<file path="src/rtl/pipeline_hazard_controller_if.sv">
// Hazard-control bundle between the 5-stage datapath and its hazard controller.
// master = pipeline datapath (supplies register/stage info, consumes controls)
// slave  = pipeline_hazard_controller
// CNT_W here must match the controller's CNT_W.
interface pipeline_hazard_controller_if #(
  parameter int CNT_W = 16
);
  // ID-stage sources and their use flags
  logic [3:0]       id_rn, id_rm, id_rd;
  logic             id_use_rn, id_use_rm, id_use_rd;
  // Downstream destinations
  logic [3:0]       ex_rd;
  logic             ex_rf_enable, ex_load_instr;
  logic [3:0]       mem_rd;
  logic             mem_rf_enable;
  logic [3:0]       wb_rd;
  logic             wb_rf_enable;
  // Control-flow and memory status
  logic             branch_taken;
  logic             mem_busy;
  // Controls back to the datapath
  logic             pc_LE, ifid_LE, idex_LE, exmem_LE;
  logic             S;
  logic             ifid_flush;
  logic [1:0]       fwd_a, fwd_b, fwd_c;
  // Status
  logic [1:0]       state;
  logic [CNT_W-1:0] stall_count, flush_count;
  logic             mem_timeout;

  modport master (
    output id_rn, id_rm, id_rd, id_use_rn, id_use_rm, id_use_rd,
    output ex_rd, ex_rf_enable, ex_load_instr, mem_rd, mem_rf_enable,
    output wb_rd, wb_rf_enable, branch_taken, mem_busy,
    input  pc_LE, ifid_LE, idex_LE, exmem_LE, S, ifid_flush,
    input  fwd_a, fwd_b, fwd_c, state, stall_count, flush_count, mem_timeout
  );

  modport slave (
    input  id_rn, id_rm, id_rd, id_use_rn, id_use_rm, id_use_rd,
    input  ex_rd, ex_rf_enable, ex_load_instr, mem_rd, mem_rf_enable,
    input  wb_rd, wb_rf_enable, branch_taken, mem_busy,
    output pc_LE, ifid_LE, idex_LE, exmem_LE, S, ifid_flush,
    output fwd_a, fwd_b, fwd_c, state, stall_count, flush_count, mem_timeout
  );
endinterface

</file>
<file path="src/rtl/pipeline_hazard_controller.sv">
// Hazard controller for the PC / IF_ID / CU_mux / ID_EX / EX_MEM pipeline.
// Produces register load enables, the CU_mux bubble select, the IF_ID flush
// and EX operand forwarding selects; arbitrates load-use stalls, taken-branch
// flushes and data-memory wait states; keeps saturating stall/flush counters.
module pipeline_hazard_controller #(
  parameter int WAIT_MAX = 16,
  parameter int CNT_W    = 16
) (
  input logic                         clk,
  input logic                         R,
  pipeline_hazard_controller_if.slave bus
);

  typedef enum logic [1:0] {
    RUN      = 2'b00,
    LD_STALL = 2'b01,
    MEM_WAIT = 2'b10
  } state_t;

  localparam int             WCW        = $clog2(WAIT_MAX + 1);
  localparam logic [WCW-1:0] WAIT_MAX_C = WCW'(WAIT_MAX);

  // Forward select for one source: EX > MEM > WB; R15 and unused sources never forward.
  function automatic logic [1:0] fwd_sel(
    input logic [3:0] src,     input logic use_src,
    input logic [3:0] ex_rd,   input logic ex_en,
    input logic [3:0] mem_rd,  input logic mem_en,
    input logic [3:0] wb_rd,   input logic wb_en
  );
    logic [1:0] sel;
    sel = 2'b00;
    if (use_src && src != 4'hF) begin
      if (ex_en && ex_rd == src)        sel = 2'b01;
      else if (mem_en && mem_rd == src) sel = 2'b10;
      else if (wb_en && wb_rd == src)   sel = 2'b11;
    end
    return sel;
  endfunction

  state_t           state_q, state_d;
  logic [WCW-1:0]   wait_cnt_q, wait_cnt_d;
  logic             mem_timeout_q, mem_timeout_d;
  logic [CNT_W-1:0] stall_count_q, stall_count_d;
  logic [CNT_W-1:0] flush_count_q, flush_count_d;

  logic [1:0] sel_a, sel_b, sel_c;
  logic       load_hazard;
  logic       pc_le, ifid_le, idex_le, exmem_le, bubble, flush;

  // Forwarding selects and load-use detection (independent of FSM state).
  always_comb begin
    sel_a = fwd_sel(bus.id_rn, bus.id_use_rn, bus.ex_rd, bus.ex_rf_enable,
                    bus.mem_rd, bus.mem_rf_enable, bus.wb_rd, bus.wb_rf_enable);
    sel_b = fwd_sel(bus.id_rm, bus.id_use_rm, bus.ex_rd, bus.ex_rf_enable,
                    bus.mem_rd, bus.mem_rf_enable, bus.wb_rd, bus.wb_rf_enable);
    sel_c = fwd_sel(bus.id_rd, bus.id_use_rd, bus.ex_rd, bus.ex_rf_enable,
                    bus.mem_rd, bus.mem_rf_enable, bus.wb_rd, bus.wb_rf_enable);
    load_hazard = bus.ex_load_instr & bus.ex_rf_enable &
                  ((bus.id_use_rn & (bus.id_rn != 4'hF) & (bus.id_rn == bus.ex_rd)) |
                   (bus.id_use_rm & (bus.id_rm != 4'hF) & (bus.id_rm == bus.ex_rd)) |
                   (bus.id_use_rd & (bus.id_rd != 4'hF) & (bus.id_rd == bus.ex_rd)));
  end

  // FSM next state, pipeline controls, wait/timeout tracking and counter updates.
  always_comb begin
    // NOTE: every signal gets a default before the case so no path leaves one unassigned (no latches).
    pc_le         = 1'b1;
    ifid_le       = 1'b1;
    idex_le       = 1'b1;
    exmem_le      = 1'b1;
    bubble        = 1'b0;
    flush         = 1'b0;
    state_d       = state_q;
    wait_cnt_d    = wait_cnt_q;
    mem_timeout_d = mem_timeout_q;

    case (state_q)
      RUN, LD_STALL: begin
        if (bus.mem_busy) begin
          {pc_le, ifid_le, idex_le, exmem_le} = 4'b0000;
          state_d    = MEM_WAIT;
          wait_cnt_d = '0;
        end else if (load_hazard && state_q == RUN) begin
          // The load moves on into MEM while ID holds and a bubble enters EX.
          pc_le   = 1'b0;
          ifid_le = 1'b0;
          bubble  = 1'b1;
          state_d = LD_STALL;
        end else begin
          flush   = bus.branch_taken;
          state_d = RUN;
        end
      end
      MEM_WAIT: begin
        // Whole pipeline frozen, including the exit cycle; a pending branch
        // stays in ID and is re-evaluated once back in RUN.
        {pc_le, ifid_le, idex_le, exmem_le} = 4'b0000;
        if (wait_cnt_q != WAIT_MAX_C) wait_cnt_d = wait_cnt_q + WCW'(1);
        if (wait_cnt_d == WAIT_MAX_C) mem_timeout_d = 1'b1;
        state_d = bus.mem_busy ? MEM_WAIT : RUN;
      end
      default: state_d = RUN;
    endcase

    stall_count_d = stall_count_q;
    if (!pc_le && stall_count_q != '1) stall_count_d = stall_count_q + CNT_W'(1);
    flush_count_d = flush_count_q;
    if (flush && flush_count_q != '1) flush_count_d = flush_count_q + CNT_W'(1);
  end

  // State, wait counter, sticky timeout and statistics registers.
  always_ff @(posedge clk or negedge R) begin
    if (!R) begin
      state_q       <= RUN;
      wait_cnt_q    <= '0;
      mem_timeout_q <= 1'b0;
      stall_count_q <= '0;
      flush_count_q <= '0;
    end else begin
      // NOTE: non-blocking assignments so every flop samples pre-edge values.
      state_q       <= state_d;
      wait_cnt_q    <= wait_cnt_d;
      mem_timeout_q <= mem_timeout_d;
      stall_count_q <= stall_count_d;
      flush_count_q <= flush_count_d;
    end
  end

  // While reset is low the controls are forced to a safe frozen bubble.
  assign bus.pc_LE       = R & pc_le;
  assign bus.ifid_LE     = R & ifid_le;
  assign bus.idex_LE     = R & idex_le;
  assign bus.exmem_LE    = R & exmem_le;
  assign bus.S           = ~R | bubble;
  assign bus.ifid_flush  = R & flush;
  assign bus.fwd_a       = R ? sel_a : 2'b00;
  assign bus.fwd_b       = R ? sel_b : 2'b00;
  assign bus.fwd_c       = R ? sel_c : 2'b00;
  assign bus.state       = state_q;
  assign bus.stall_count = stall_count_q;
  assign bus.flush_count = flush_count_q;
  assign bus.mem_timeout = mem_timeout_q;

endmodule
</file>
<file path="src/flat_wrapper.sv">
// flat-port wrapper written by rule: the top's interface ports become plain ports
module pipeline_hazard_controller_flat 
#(
  parameter int WAIT_MAX = 16,
  parameter int CNT_W    = 16
)
  (clk, R, bus_id_rn, bus_id_rm, bus_id_rd, bus_id_use_rn, bus_id_use_rm, bus_id_use_rd, bus_ex_rd, bus_ex_rf_enable, bus_ex_load_instr, bus_mem_rd, bus_mem_rf_enable, bus_wb_rd, bus_wb_rf_enable, bus_branch_taken, bus_mem_busy, bus_pc_LE, bus_ifid_LE, bus_idex_LE, bus_exmem_LE, bus_S, bus_ifid_flush, bus_fwd_a, bus_fwd_b, bus_fwd_c, bus_state, bus_stall_count, bus_flush_count, bus_mem_timeout);
  pipeline_hazard_controller_if #(.CNT_W(CNT_W)) bus_i ();
  input logic clk;
  input logic R;
  input wire logic [$bits(bus_i.id_rn)-1:0] bus_id_rn;
  input wire logic [$bits(bus_i.id_rm)-1:0] bus_id_rm;
  input wire logic [$bits(bus_i.id_rd)-1:0] bus_id_rd;
  input wire logic [$bits(bus_i.id_use_rn)-1:0] bus_id_use_rn;
  input wire logic [$bits(bus_i.id_use_rm)-1:0] bus_id_use_rm;
  input wire logic [$bits(bus_i.id_use_rd)-1:0] bus_id_use_rd;
  input wire logic [$bits(bus_i.ex_rd)-1:0] bus_ex_rd;
  input wire logic [$bits(bus_i.ex_rf_enable)-1:0] bus_ex_rf_enable;
  input wire logic [$bits(bus_i.ex_load_instr)-1:0] bus_ex_load_instr;
  input wire logic [$bits(bus_i.mem_rd)-1:0] bus_mem_rd;
  input wire logic [$bits(bus_i.mem_rf_enable)-1:0] bus_mem_rf_enable;
  input wire logic [$bits(bus_i.wb_rd)-1:0] bus_wb_rd;
  input wire logic [$bits(bus_i.wb_rf_enable)-1:0] bus_wb_rf_enable;
  input wire logic [$bits(bus_i.branch_taken)-1:0] bus_branch_taken;
  input wire logic [$bits(bus_i.mem_busy)-1:0] bus_mem_busy;
  output wire logic [$bits(bus_i.pc_LE)-1:0] bus_pc_LE;
  output wire logic [$bits(bus_i.ifid_LE)-1:0] bus_ifid_LE;
  output wire logic [$bits(bus_i.idex_LE)-1:0] bus_idex_LE;
  output wire logic [$bits(bus_i.exmem_LE)-1:0] bus_exmem_LE;
  output wire logic [$bits(bus_i.S)-1:0] bus_S;
  output wire logic [$bits(bus_i.ifid_flush)-1:0] bus_ifid_flush;
  output wire logic [$bits(bus_i.fwd_a)-1:0] bus_fwd_a;
  output wire logic [$bits(bus_i.fwd_b)-1:0] bus_fwd_b;
  output wire logic [$bits(bus_i.fwd_c)-1:0] bus_fwd_c;
  output wire logic [$bits(bus_i.state)-1:0] bus_state;
  output wire logic [$bits(bus_i.stall_count)-1:0] bus_stall_count;
  output wire logic [$bits(bus_i.flush_count)-1:0] bus_flush_count;
  output wire logic [$bits(bus_i.mem_timeout)-1:0] bus_mem_timeout;
  assign bus_i.id_rn = bus_id_rn;
  assign bus_i.id_rm = bus_id_rm;
  assign bus_i.id_rd = bus_id_rd;
  assign bus_i.id_use_rn = bus_id_use_rn;
  assign bus_i.id_use_rm = bus_id_use_rm;
  assign bus_i.id_use_rd = bus_id_use_rd;
  assign bus_i.ex_rd = bus_ex_rd;
  assign bus_i.ex_rf_enable = bus_ex_rf_enable;
  assign bus_i.ex_load_instr = bus_ex_load_instr;
  assign bus_i.mem_rd = bus_mem_rd;
  assign bus_i.mem_rf_enable = bus_mem_rf_enable;
  assign bus_i.wb_rd = bus_wb_rd;
  assign bus_i.wb_rf_enable = bus_wb_rf_enable;
  assign bus_i.branch_taken = bus_branch_taken;
  assign bus_i.mem_busy = bus_mem_busy;
  assign bus_pc_LE = bus_i.pc_LE;
  assign bus_ifid_LE = bus_i.ifid_LE;
  assign bus_idex_LE = bus_i.idex_LE;
  assign bus_exmem_LE = bus_i.exmem_LE;
  assign bus_S = bus_i.S;
  assign bus_ifid_flush = bus_i.ifid_flush;
  assign bus_fwd_a = bus_i.fwd_a;
  assign bus_fwd_b = bus_i.fwd_b;
  assign bus_fwd_c = bus_i.fwd_c;
  assign bus_state = bus_i.state;
  assign bus_stall_count = bus_i.stall_count;
  assign bus_flush_count = bus_i.flush_count;
  assign bus_mem_timeout = bus_i.mem_timeout;
  pipeline_hazard_controller #(.WAIT_MAX(WAIT_MAX), .CNT_W(CNT_W)) u_core (.clk(clk), .R(R), .bus(bus_i));
endmodule
</file>
<file path="config.mk">
export PLATFORM = sky130hd
export DESIGN_NAME = pipeline_hazard_controller_flat
export DESIGN_NICKNAME = d
export VERILOG_FILES = /design/src/rtl/pipeline_hazard_controller_if.sv /design/src/rtl/pipeline_hazard_controller.sv /design/src/flat_wrapper.sv
export SDC_FILE = /design/constraint.sdc
export NUM_CORES = 1
export LEC_CHECK = 0
export ABC_AREA = 1
export BUFFER_PORTS_ARGS = -buffer_cell sky130_fd_sc_hd__buf_4
export CORE_MARGIN = 3
export CORE_UTILIZATION = 45
export DETAILED_ROUTE_END_ITERATION = 8
export HOLD_SLACK_MARGIN = 0.08
export PLACE_DENSITY = 0.75
export SETUP_SLACK_MARGIN = 0.02
export SYNTH_ARGS = -nofsm -noshare
export SYNTH_HDL_FRONTEND = slang
export SYNTH_SLANG_ARGS = --single-unit
export TNS_END_PERCENT = 10
</file>
<file path="constraint.sdc">
create_clock -name clk -period 4.4 [get_ports clk]
set_input_delay 0.66 -clock clk [delete_from_list [all_inputs] [get_ports clk]]
set_output_delay 0.66 -clock clk [all_outputs]
set_load 0.005 [all_outputs]
</file>
==> summary.txt, run 1 <==
Placed design
  • DP Worst Slack: 1.72 ns
  • GPL Wtd Cong: 0.973
  • Post-DP HPWL: 6.21 mm
  • I/O Buffers: 81

Clock tree
  • Root buffer cell: clkbuf_8
  • Total CTS buffers: 5
  • # Post-CTS Setup Buffers: 0
  • Htree depth: 2
  • Sink Count: 40
  • Clock Path Buffers: 2
  • CTS clk-pin slew, worst paths: 0.08 ns
  • Post_cts resized: 0
  • CTS tree: built
  • Hold bufs inserted after CTS: 0
  • Skew-Pair Late Insertion Delay: 0.30 ns

Die
  • Initial Utilization: 0.475
  • Row count: 29
  • Die area: 0.00784 sq mm
  • Die H: 88.5 um
  • Core outline area: 0.00646 sq mm
  • IO Pins: 82
  • DIE WIDTH: 88.5 um

Synthesis
  • Sequential area share after synthesis: 0.327
  • Yosys reg bits: 40
  • Nets in the synthesized netlist: 505
  • Synthesized cell area: 0.00307 sq mm
  • Mapped Cells: 466
  • EDFF count, synth: 0
  • YS warnings: 0
  • Syn_area_per_cell: 6.58 sq um
  • Ys async rst share: 1.00
  • Post-synthesis cell type count: 31
  • Most used flip-flop cell after synthesis: dfrtp_1

Setup path
  • Critical Path AT: 2.02 ns
  • RR Startpoint: u_core.bus.stall_count[0]$_DFFE_PN0P_
  • Worst Setup SP: bus_id_rm[1]
  • Crit end category: output pin
  • Critical path's top delay family: simple AND/OR/NAND/NOR gates
  • Crit path launch type: input port
  • CP peak stage delay: 0.25 ns
  • CP Cell Sequence: buf_4 > inv_1 > nand2_1 > nand2_1 > nor2_1 > nand3_1 > nand3_2 > nand2_4 > nand2_8 > nor2_1 > buf_4
  • Crit-path max FO: 26
  • Worst setup path class: in2out
  • CP required: 3.74 ns
  • Critical path buffers and inverters: 3
  • Slowest-stage cell, CP: nand2_4

Routing
  • Initial DRC count: 120
  • Vias post-DR: 3280
  • DR vias/cell: 5.27
  • Wirelength, routed: 8.20 mm
  • Drc violations: 0
  • Wire per inst: 13.2 um
  • Number of routed nets with antenna violations: 0
  • Drt first pass iters: 4

STA
  • RSZ-0062 raised after global routing: false
  • Clock Skews: 0.00977 ns
  • Final hold vios: 0
  • Clock period minus worst slack: 2.68 ns
  • Final worst slack: 1.72 ns
  • Tcrit/Tclk final: 0.609
  • # setup viols final: 0
  • Setup_tns: 0 ns
  • Max Freq: 0.373 GHz
  • Worst-margin pin slew: 0.573 ns
  • Slew headroom: 0.618
  • Slew Limit Fails: 0
  • Hold Slack: 0.353 ns

Power
  • Max IR drop VDD: 0.000265 V
  • Power Dens Cells: 318 mW/mm^2
  • Leak: 2.06 nW

Outcome
  • Run status: finished clean

Global route
  • Initial antenna violation count: 0
  • Global-route wire length before repair: 13.6 mm
  • Largest net degree at the start of global routing: 48
  • Number of global-route vias before repair: 2946
  • Total global-route track usage: 0.215
  • Total gr overflow: 0

Layout
  • FF/Latch Area: 0.00100 sq mm
  • Synthesis-to-finish area growth: 24.6%
  • Antenna diodes: 0
  • FILL cells: 637
  • Nets@finish: 583
  • Layout cells sized above 1: 0.198
  • Multi-input gate area: 0.00176 sq mm

Job
  • MaxCap Viol Count: 0

Worst hold path
  • Min-Delay Path Class: in2async
synthesized netlist by cell type, drive strengths merged, types with 4 or more instances:
cell type  instances  share of area
buf                9          0.025
a21oi             12          0.020
nand4             26          0.055
inv               61          0.075
ha                 4          0.016
nor2              43          0.057
nand2            162           0.21
xnor2              8          0.023
xor2              14          0.040
nor3               7          0.013
nand3             47          0.082
o21ai             15          0.024
dfrtp             40           0.33
o22ai             10          0.020
final cells by class:
type,count,share of cell area
tap,77,0.0252
timing repair buffer,82,0.161
sequential,40,0.262
clock buffer,6,0.0216
multi-input combinational,354,0.460
clock inverter,2,0.0102
inverter,61,0.0600
per-stage QoR:
stage | utilization | instance area (sq um) | power, mW | std cells
detailed placement | 0.572 | 3700 | 0.904 | 614
finish | 0.591 | 3820 | 1.22 | 622
floorplan | - | 3070 | 0.733 | 466
global placement | 0.572 | 3700 | 0.891 | 614
CTS | 0.591 | 3820 | 1.23 | 622
global route | 0.591 | 3820 | 1.31 | 622
power breakdown:
part	leakage [nW]	switching (mW)	internal (mW)
registers	0.540	0.0685	0.428
logic	1.46	0.215	0.186
clock network	0.0614	0.132	0.185
total	2.06	0.416	0.800
per-layer routing:
layer | part of all wire | vias up | track usage
met1 | 0.45 | 1506 | 0.291
met4 | 0.017 | 0 | 0.0728
met5 | 0 | - | 0
met2 | 0.47 | 108 | 0.347
met3 | 0.062 | 12 | 0.0400
li1 | - | 1654 | -
worst register-to-register path: cells and delay by family (launching register included):
kind	cells	cell delay [ns]
buffers and inverters	1	0.31
and+or+nand+nor	6	1.08
DFF	1	0.42
adders and majority gates	1	0.22
cells in the final DEF, fill, tap and decap left out, types with 6 or more instances in the layout:
cell | Yosys | routed
clkbuf_8 | 0 | 6
o21ai_0 | 15 | 15
nor2_1 | 40 | 40
nand2_1 | 159 | 159
o22ai_1 | 10 | 10
nor3_1 | 6 | 6
inv_1 | 57 | 57
buf_4 | 3 | 82
xor2_1 | 14 | 14
dfrtp_1 | 40 | 40
xnor2_1 | 8 | 8
nand4_1 | 25 | 25
nand3_1 | 44 | 44
a21oi_1 | 12 | 12
sequential cells by signal, indices dropped and copies added, names as in the netlist:
signal	cells
u_core.wait_cnt_q	5
u_core.bus.state	2
u_core.bus.flush_count	16
u_core.bus.stall_count	16
u_core.bus.mem_timeout	1
final timing paths:
kind	to	slack [ns]	depth (start not counted)
max in group asynchronous	u_core.bus.flush_count[12]$_DFFE_PN0P_	3.64	1
worst max register to register	u_core.bus.stall_count[15]$_DFFE_PN0P_	2.28	8
worst min-delay path	u_core.wait_cnt_q[1]$_DFFE_PN0P_	0.35	1
worst min register to register	u_core.bus.mem_timeout$_DFFE_PN0P_	0.49	1
worst max-delay path	bus_pc_LE	1.72	11
min in group clk	u_core.bus.mem_timeout$_DFFE_PN0P_	0.49	1
kinds of logic after synthesis:
| logic type | share of synthesized area |
|---|---|
| AO/OA/AOI/OAI | 0.0694 |
| XOR/XNOR | 0.0629 |
| flip-flops | 0.327 |
| adder cells (fa/ha/maj) | 0.0163 |
| AND/OR/NAND/NOR | 0.422 |
| buffers and inverters | 0.102 |
Power figures use the tool's default switching activity.
==> run 2: changes to the inputs <==
- ABC_AREA: 1 -> 0
- PLACE_DENSITY: 0.75 -> 0.77
- clock period: 4.4 -> 2.7 ns (I/O delays scaled with it)
==> run 2 against run 1 <==
Effect of this change:
- cell area down 12%
- die area down 15%
- synthesized cell count fell by 44%
- utilization is 4.6 points higher
- sequential share of layout area grew 3.4 points
- global-route usage fell by 0.97 points
- clock power grew 50%
- clock skew down 0.0039 ns
- total power up 61%
- via count down 32%
- sequential power grew 79%
- largest cell class unchanged
- largest power group unchanged
- highest routed layer unchanged
==> summary.txt, run 2 <==
Outcome
  • Run status: finished clean

Setup path
  • Critical Path AT: 2.12 ns
  • Crit end category: output pin
  • Worst setup path class: reg2out
  • CP required: 2.30 ns
  • Crit path launch type: flop
  • Flop2flop setup slack: 0.55 ns
  • Crit-path max FO: 7

Die
  • Initial Utilization: 0.483
  • Row count: 26
  • Die area: 0.00663 sq mm
  • DIE WIDTH: 81.4 um
  • IO Pins: 82
  • Die H: 81.4 um
  • Core outline area: 0.00530 sq mm

Synthesis
  • YS warnings: 0
  • Yosys reg bits: 40
  • Post-synth top cells: xor2_1 (45), dfrtp_1 (40), nor2_1 (25)
  • Top-area cell type share of the netlist area: 0.391
  • Nets in the synthesized netlist: 302
  • Synth top area cells: dfrtp_1 (39%), xor2_1 (15%), xnor2_1 (7.9%)
  • Synthesized cell area: 0.00256 sq mm
  • Yosys top cell by area: dfrtp_1
  • Most used flip-flop cell after synthesis: dfrtp_1
  • Mapped Cells: 263
  • Sequential area share after synthesis: 0.391
  • Post-synthesis cell type count: 40
  • Ys async rst share: 1.00
  • EDFF count, synth: 0
  • Most numerous cell in the Yosys netlist: xor2_1
  • Syn_area_per_cell: 9.74 sq um

STA
  • Setup_tns: 0 ns
  • Slew headroom: 0.706
  • Slew Limit Fails: 0
  • Clock Skews: 0.00588 ns
  • # setup viols final: 0
  • Max Freq: 0.396 GHz
  • Final hold vios: 0
  • Tcrit/Tclk final: 0.935
  • Worst-margin pin slew: 0.436 ns
  • RSZ-0062 raised after global routing: false
  • Clock period minus worst slack: 2.53 ns

Routing
  • Vias post-DR: 2238
  • DR vias/cell: 5.30
  • Number of routed nets with antenna violations: 0
  • Initial DRC count: 129
  • Wire per inst: 15.5 um
  • Wirelength, routed: 6.52 mm
  • Drt first pass iters: 4
  • Drc violations: 0

Clock tree
  • Total CTS buffers: 5
  • Clock Path Buffers: 2
  • Htree depth: 2
  • CTS tree: built
  • Sink Count: 40
  • Skew-Pair Late Insertion Delay: 0.29 ns
  • Root buffer cell: clkbuf_8
  • CTS clk-pin slew, worst paths: 0.08 ns

Placed design
  • I/O Buffers: 81
  • Placed cell count: 413
  • GPL Wtd Cong: 0.935
  • DP Area: 0.00325 sq mm
  • Post-DP HPWL: 5.23 mm

Layout
  • FF/Latch Area: 0.00100 sq mm
  • Post-Route Utilization: 0.637
  • FILL cells: 472
  • Layout cells sized above 1: 0.298
  • Multi-input gate area: 0.00153 sq mm
  • Nets@finish: 390
  • Synthesis-to-finish area growth: 31.9%
  • Non-filler instance count after layout: 422
  • Most frequent cells in the layout: buf_4 (83), xor2_1 (45), dfrtp_1 (40)
  • Commonest non-fill, non-tap cell in the layout: buf_4
  • Post-Layout Inst Area: 0.00338 sq mm
  • Antenna diodes: 0

Global route
  • Total gr overflow: 0
  • Initial antenna violation count: 0
  • Total global-route track usage: 0.205
  • Number of global-route vias before repair: 2184
  • Largest net degree at the start of global routing: 30
  • Global-route wire length before repair: 10.5 mm

Job
  • MaxCap Viol Count: 0

Worst hold path
  • Min-Delay Path Class: in2reg

Power
  • Power Dens Cells: 581 mW/mm^2
  • Leak: 1.62 nW
  • Max IR drop VDD: 0.000464 V
  • Tot Pwr: 1.96 mW
-- run 2: area by class of cell --
cell class	count	area share
clock inverter	2	0.0104
clock buffer	6	0.0215
timing repair buffer	84	0.187
tap	70	0.0259
inverter	5	0.00556
sequential	40	0.296
multi-input combinational	215	0.453
-- run 2: through the flow --
step / worst slack (ns) / hold WS, ns
final: 0.174 / 0.324
after global routing: 0.0185 / 0.315
after CTS: 0.0668 / 0.309
after detailed placement: 0.394 / 0.344
after global placement: 0.450 / 0.346
after floorplan: 0.661 / 0.109
-- run 2: worst paths after layout --
path / from / to / depth (start not counted)
max: u_core.bus.state[1]$_DFF_PN0_ / bus_ifid_flush / 6
min: bus_mem_busy / u_core.bus.state[0]$_DFF_PN0_ / 2
max reg2reg: u_core.bus.state[1]$_DFF_PN0_ / u_core.bus.stall_count[1]$_DFFE_PN0P_ / 5
min reg2reg: u_core.bus.mem_timeout$_DFFE_PN0P_ / u_core.bus.mem_timeout$_DFFE_PN0P_ / 1
max in group asynchronous: R / u_core.bus.stall_count[8]$_DFFE_PN0P_ / 3
min in group asynchronous: R / u_core.bus.flush_count[9]$_DFFE_PN0P_ / 2
-- run 2: logic make-up (layout without fill, tap and decap cells) --
group | Yosys count | in the layout | share of synthesized area
buf+inv | 8 | 97 | 0.0176
flops | 40 | 40 | 0.391
mux | 5 | 5 | 0.0215
fa+ha+maj | 4 | 4 | 0.0195
compound gates | 19 | 19 | 0.0640
simple gates | 119 | 119 | 0.254
xor+xnor | 68 | 68 | 0.233
-- run 2: report_power, final --
| part | leakage [nW] | switching [mW] | internal (mW) |
|---|---|---|---|
| sequential | 0.525 | 0.168 | 0.722 |
| clock | 0.0552 | 0.203 | 0.274 |
| combinational | 1.04 | 0.253 | 0.342 |
-- run 2: routing by layer --
layer / global-route usage / vias to the layer above / part of all wire
li1: - / 1094 / -
met1: 0.276 / 1063 / 0.44
met5: 0 / - / 0
met2: 0.331 / 73 / 0.49
met4: 0.0659 / 0 / 0.012
met3: 0.0439 / 8 / 0.059
-- run 2: critical path: stages, from the launching register on --
cell and delay, ns:
dfrtp_1 0.50, nor4bb_4 0.38, and3_1 0.25, a22oi_4 0.12
and2_2 0.26, and4_1 0.19, buf_4 0.13
-- run 2: repair_timing --
| action | 4_1_cts | 5_1_grt |
|---|---|---|
| endpoints found under the hold margin | 22 | 0 |
| buffers inserted | 0 | 0 |
| setup endpoints to repair | 0 | 4 |
| hold buffers | 1 | 0 |
| resized for setup | 0 | 2 |
==> run 3: changes to the inputs <==
- CORE_UTILIZATION: 45 -> 30
- PLACE_DENSITY: 0.77 -> 0.57
==> run 3 against run 2 <==
Effect of this change:
- via count down 2.3%
- worst hold slack better by 0.0029 ns
- sequential power about the same
- final cell count up 8.3%
- total power down 5.1%
- non-clock buffer count up 1
- utilization down 23 points
- critical path type unchanged
==> summary.txt, run 3 (synthesis results as in run 2) <==
Outcome
  • Run status: finished clean

Clock tree
  • # Post-CTS Setup Buffers: 0
  • CTS tree: built
  • Total CTS buffers: 5
  • Root buffer cell: clkbuf_8
  • CTS clk-pin slew, worst paths: 0.08 ns
  • Clock Path Buffers: 2
  • Skew-Pair Late Insertion Delay: 0.28 ns
  • Htree depth: 2
  • Sink Count: 40

Layout
  • Most frequent cells in the layout: buf_4 (84), xor2_1 (45), dfrtp_1 (40)
  • Nets@finish: 391
  • Commonest non-fill, non-tap cell in the layout: buf_4
  • Synthesis-to-finish area growth: 32.7%
  • Layout cells sized above 1: 0.298
  • Antenna diodes: 0

Die
  • Core outline area: 0.00826 sq mm
  • DIE WIDTH: 98.4 um
  • Row count: 33
  • Die area: 0.00968 sq mm
  • IO Pins: 82
  • Die H: 98.4 um
  • Initial Utilization: 0.310

Routing
  • Drt first pass iters: 4
  • Wirelength, routed: 6.78 mm
  • Wire per inst: 14.8 um
  • Number of routed nets with antenna violations: 0
  • Initial DRC count: 130
  • Vias post-DR: 2186
  • DR vias/cell: 4.78
  • Drc violations: 0

Setup path
  • RR Startpoint: u_core.bus.state[1]$_DFF_PN0_
  • Worst Setup SP: u_core.bus.state[1]$_DFF_PN0_
  • Crit-path max FO: 7
  • Crit end category: output pin
  • Crit path launch type: flop
  • R2r endpoint: u_core.bus.stall_count[1]$_DFFE_PN0P_
  • CP required: 2.30 ns
  • Worst setup path class: reg2out
  • Flop2flop setup slack: 0.62 ns
  • R2R cell count: 5
  • Critical Path AT: 2.10 ns

Placed design
  • Post-DP HPWL: 5.47 mm
  • GPL Wtd Cong: 0.849
  • I/O Buffers: 81

STA
  • Max Freq: 0.400 GHz
  • # setup viols final: 0
  • Clock Skews: 0.00462 ns
  • Setup_tns: 0 ns
  • RSZ-0062 raised after global routing: false
  • Slew headroom: 0.681
  • Worst-margin pin slew: 0.479 ns
  • Slew Limit Fails: 0
  • Tcrit/Tclk final: 0.927
  • Final hold vios: 0
  • Clock period minus worst slack: 2.50 ns

Global route
  • Global-route wire length before repair: 11.0 mm
  • Largest net degree at the start of global routing: 38
  • Total gr overflow: 0
  • Initial antenna violation count: 0
  • Total global-route track usage: 0.138
  • Number of global-route vias before repair: 2222

Job
  • MaxCap Viol Count: 0

Power
  • Power Dens Cells: 548 mW/mm^2
  • Max IR drop VDD: 0.000458 V
  • Tot Pwr: 1.86 mW
  • Leak: 1.61 nW

Worst hold path
  • Hold Crit Endpoint: u_core.bus.state[0]$_DFF_PN0_
  • Min-Delay Path Class: in2reg
  • Worst hold path depth: 2
  • Hold Path Origin: bus_mem_busy
run 3: per-layer routing:
metal  GRT usage  share of wire  routed length [um]
met1       0.182           0.45                3040
met2       0.233           0.49                3360
met3      0.0250          0.040                 271
met4      0.0357          0.017                 112
met5           0              0                   0
run 3: power by group:
part,internal (mW),switching [mW]
combinational,0.342,0.253
sequential,0.722,0.168
clock,0.176,0.202
run 3: what timing repair did:
action / in CTS / in global routing
hold endpoints to repair: 3 / 0
cloned: 0 / 0
resized for setup: 1 / 2
setup endpoints to repair: 1 / 1
hold buffers: 1 / 0
run 3: stage by stage:
| step | instance area [sq um] | setup slack [ns] | std cells | hold slack (ns) | util |
|---|---|---|---|---|---|
| after floorplan | 2560 | 0.661 | 263 | 0.109 | - |
| after global placement | 3300 | 0.337 | 449 | 0.241 | 0.399 |
| after detailed placement | 3300 | 0.314 | 449 | 0.243 | 0.399 |
| after CTS | 3390 | 0.0755 | 457 | 0.312 | 0.411 |
| after global routing | 3400 | 0.0934 | 457 | 0.327 | 0.412 |
| final | 3400 | 0.198 | 457 | 0.326 | 0.412 |
run 3: worst max-delay path by stage:
stage | end | slack, ns | cells after the start
after floorplan | bus_pc_LE | 0.66 | 6
after global placement | bus_S | 0.34 | 7
after detailed placement | bus_S | 0.31 | 7
after CTS | bus_S | 0.08 | 6
after global routing | bus_ifid_flush | 0.09 | 6
final | bus_ifid_flush | 0.20 | 6
run 3: worst max-delay path, cell delays in order (launching register included):
cell and delay [ns]:
dfrtp_1 0.49, nor4bb_4 0.36, and3_1 0.24, a22oi_4 0.12, and2_2 0.27, and4_1 0.21, buf_4 0.13
run 3: final cells by class:
type | count | area [sq um]
Fill cell | 850 | 4860
Multi-Input combinational cell | 215 | 1530
Sequential cell | 40 | 1000
Timing Repair Buffer | 85 | 641
Tap cell | 105 | 131
Clock buffer | 6 | 72.6
Inverter | 5 | 18.8
Clock inverter | 1 | 5.00
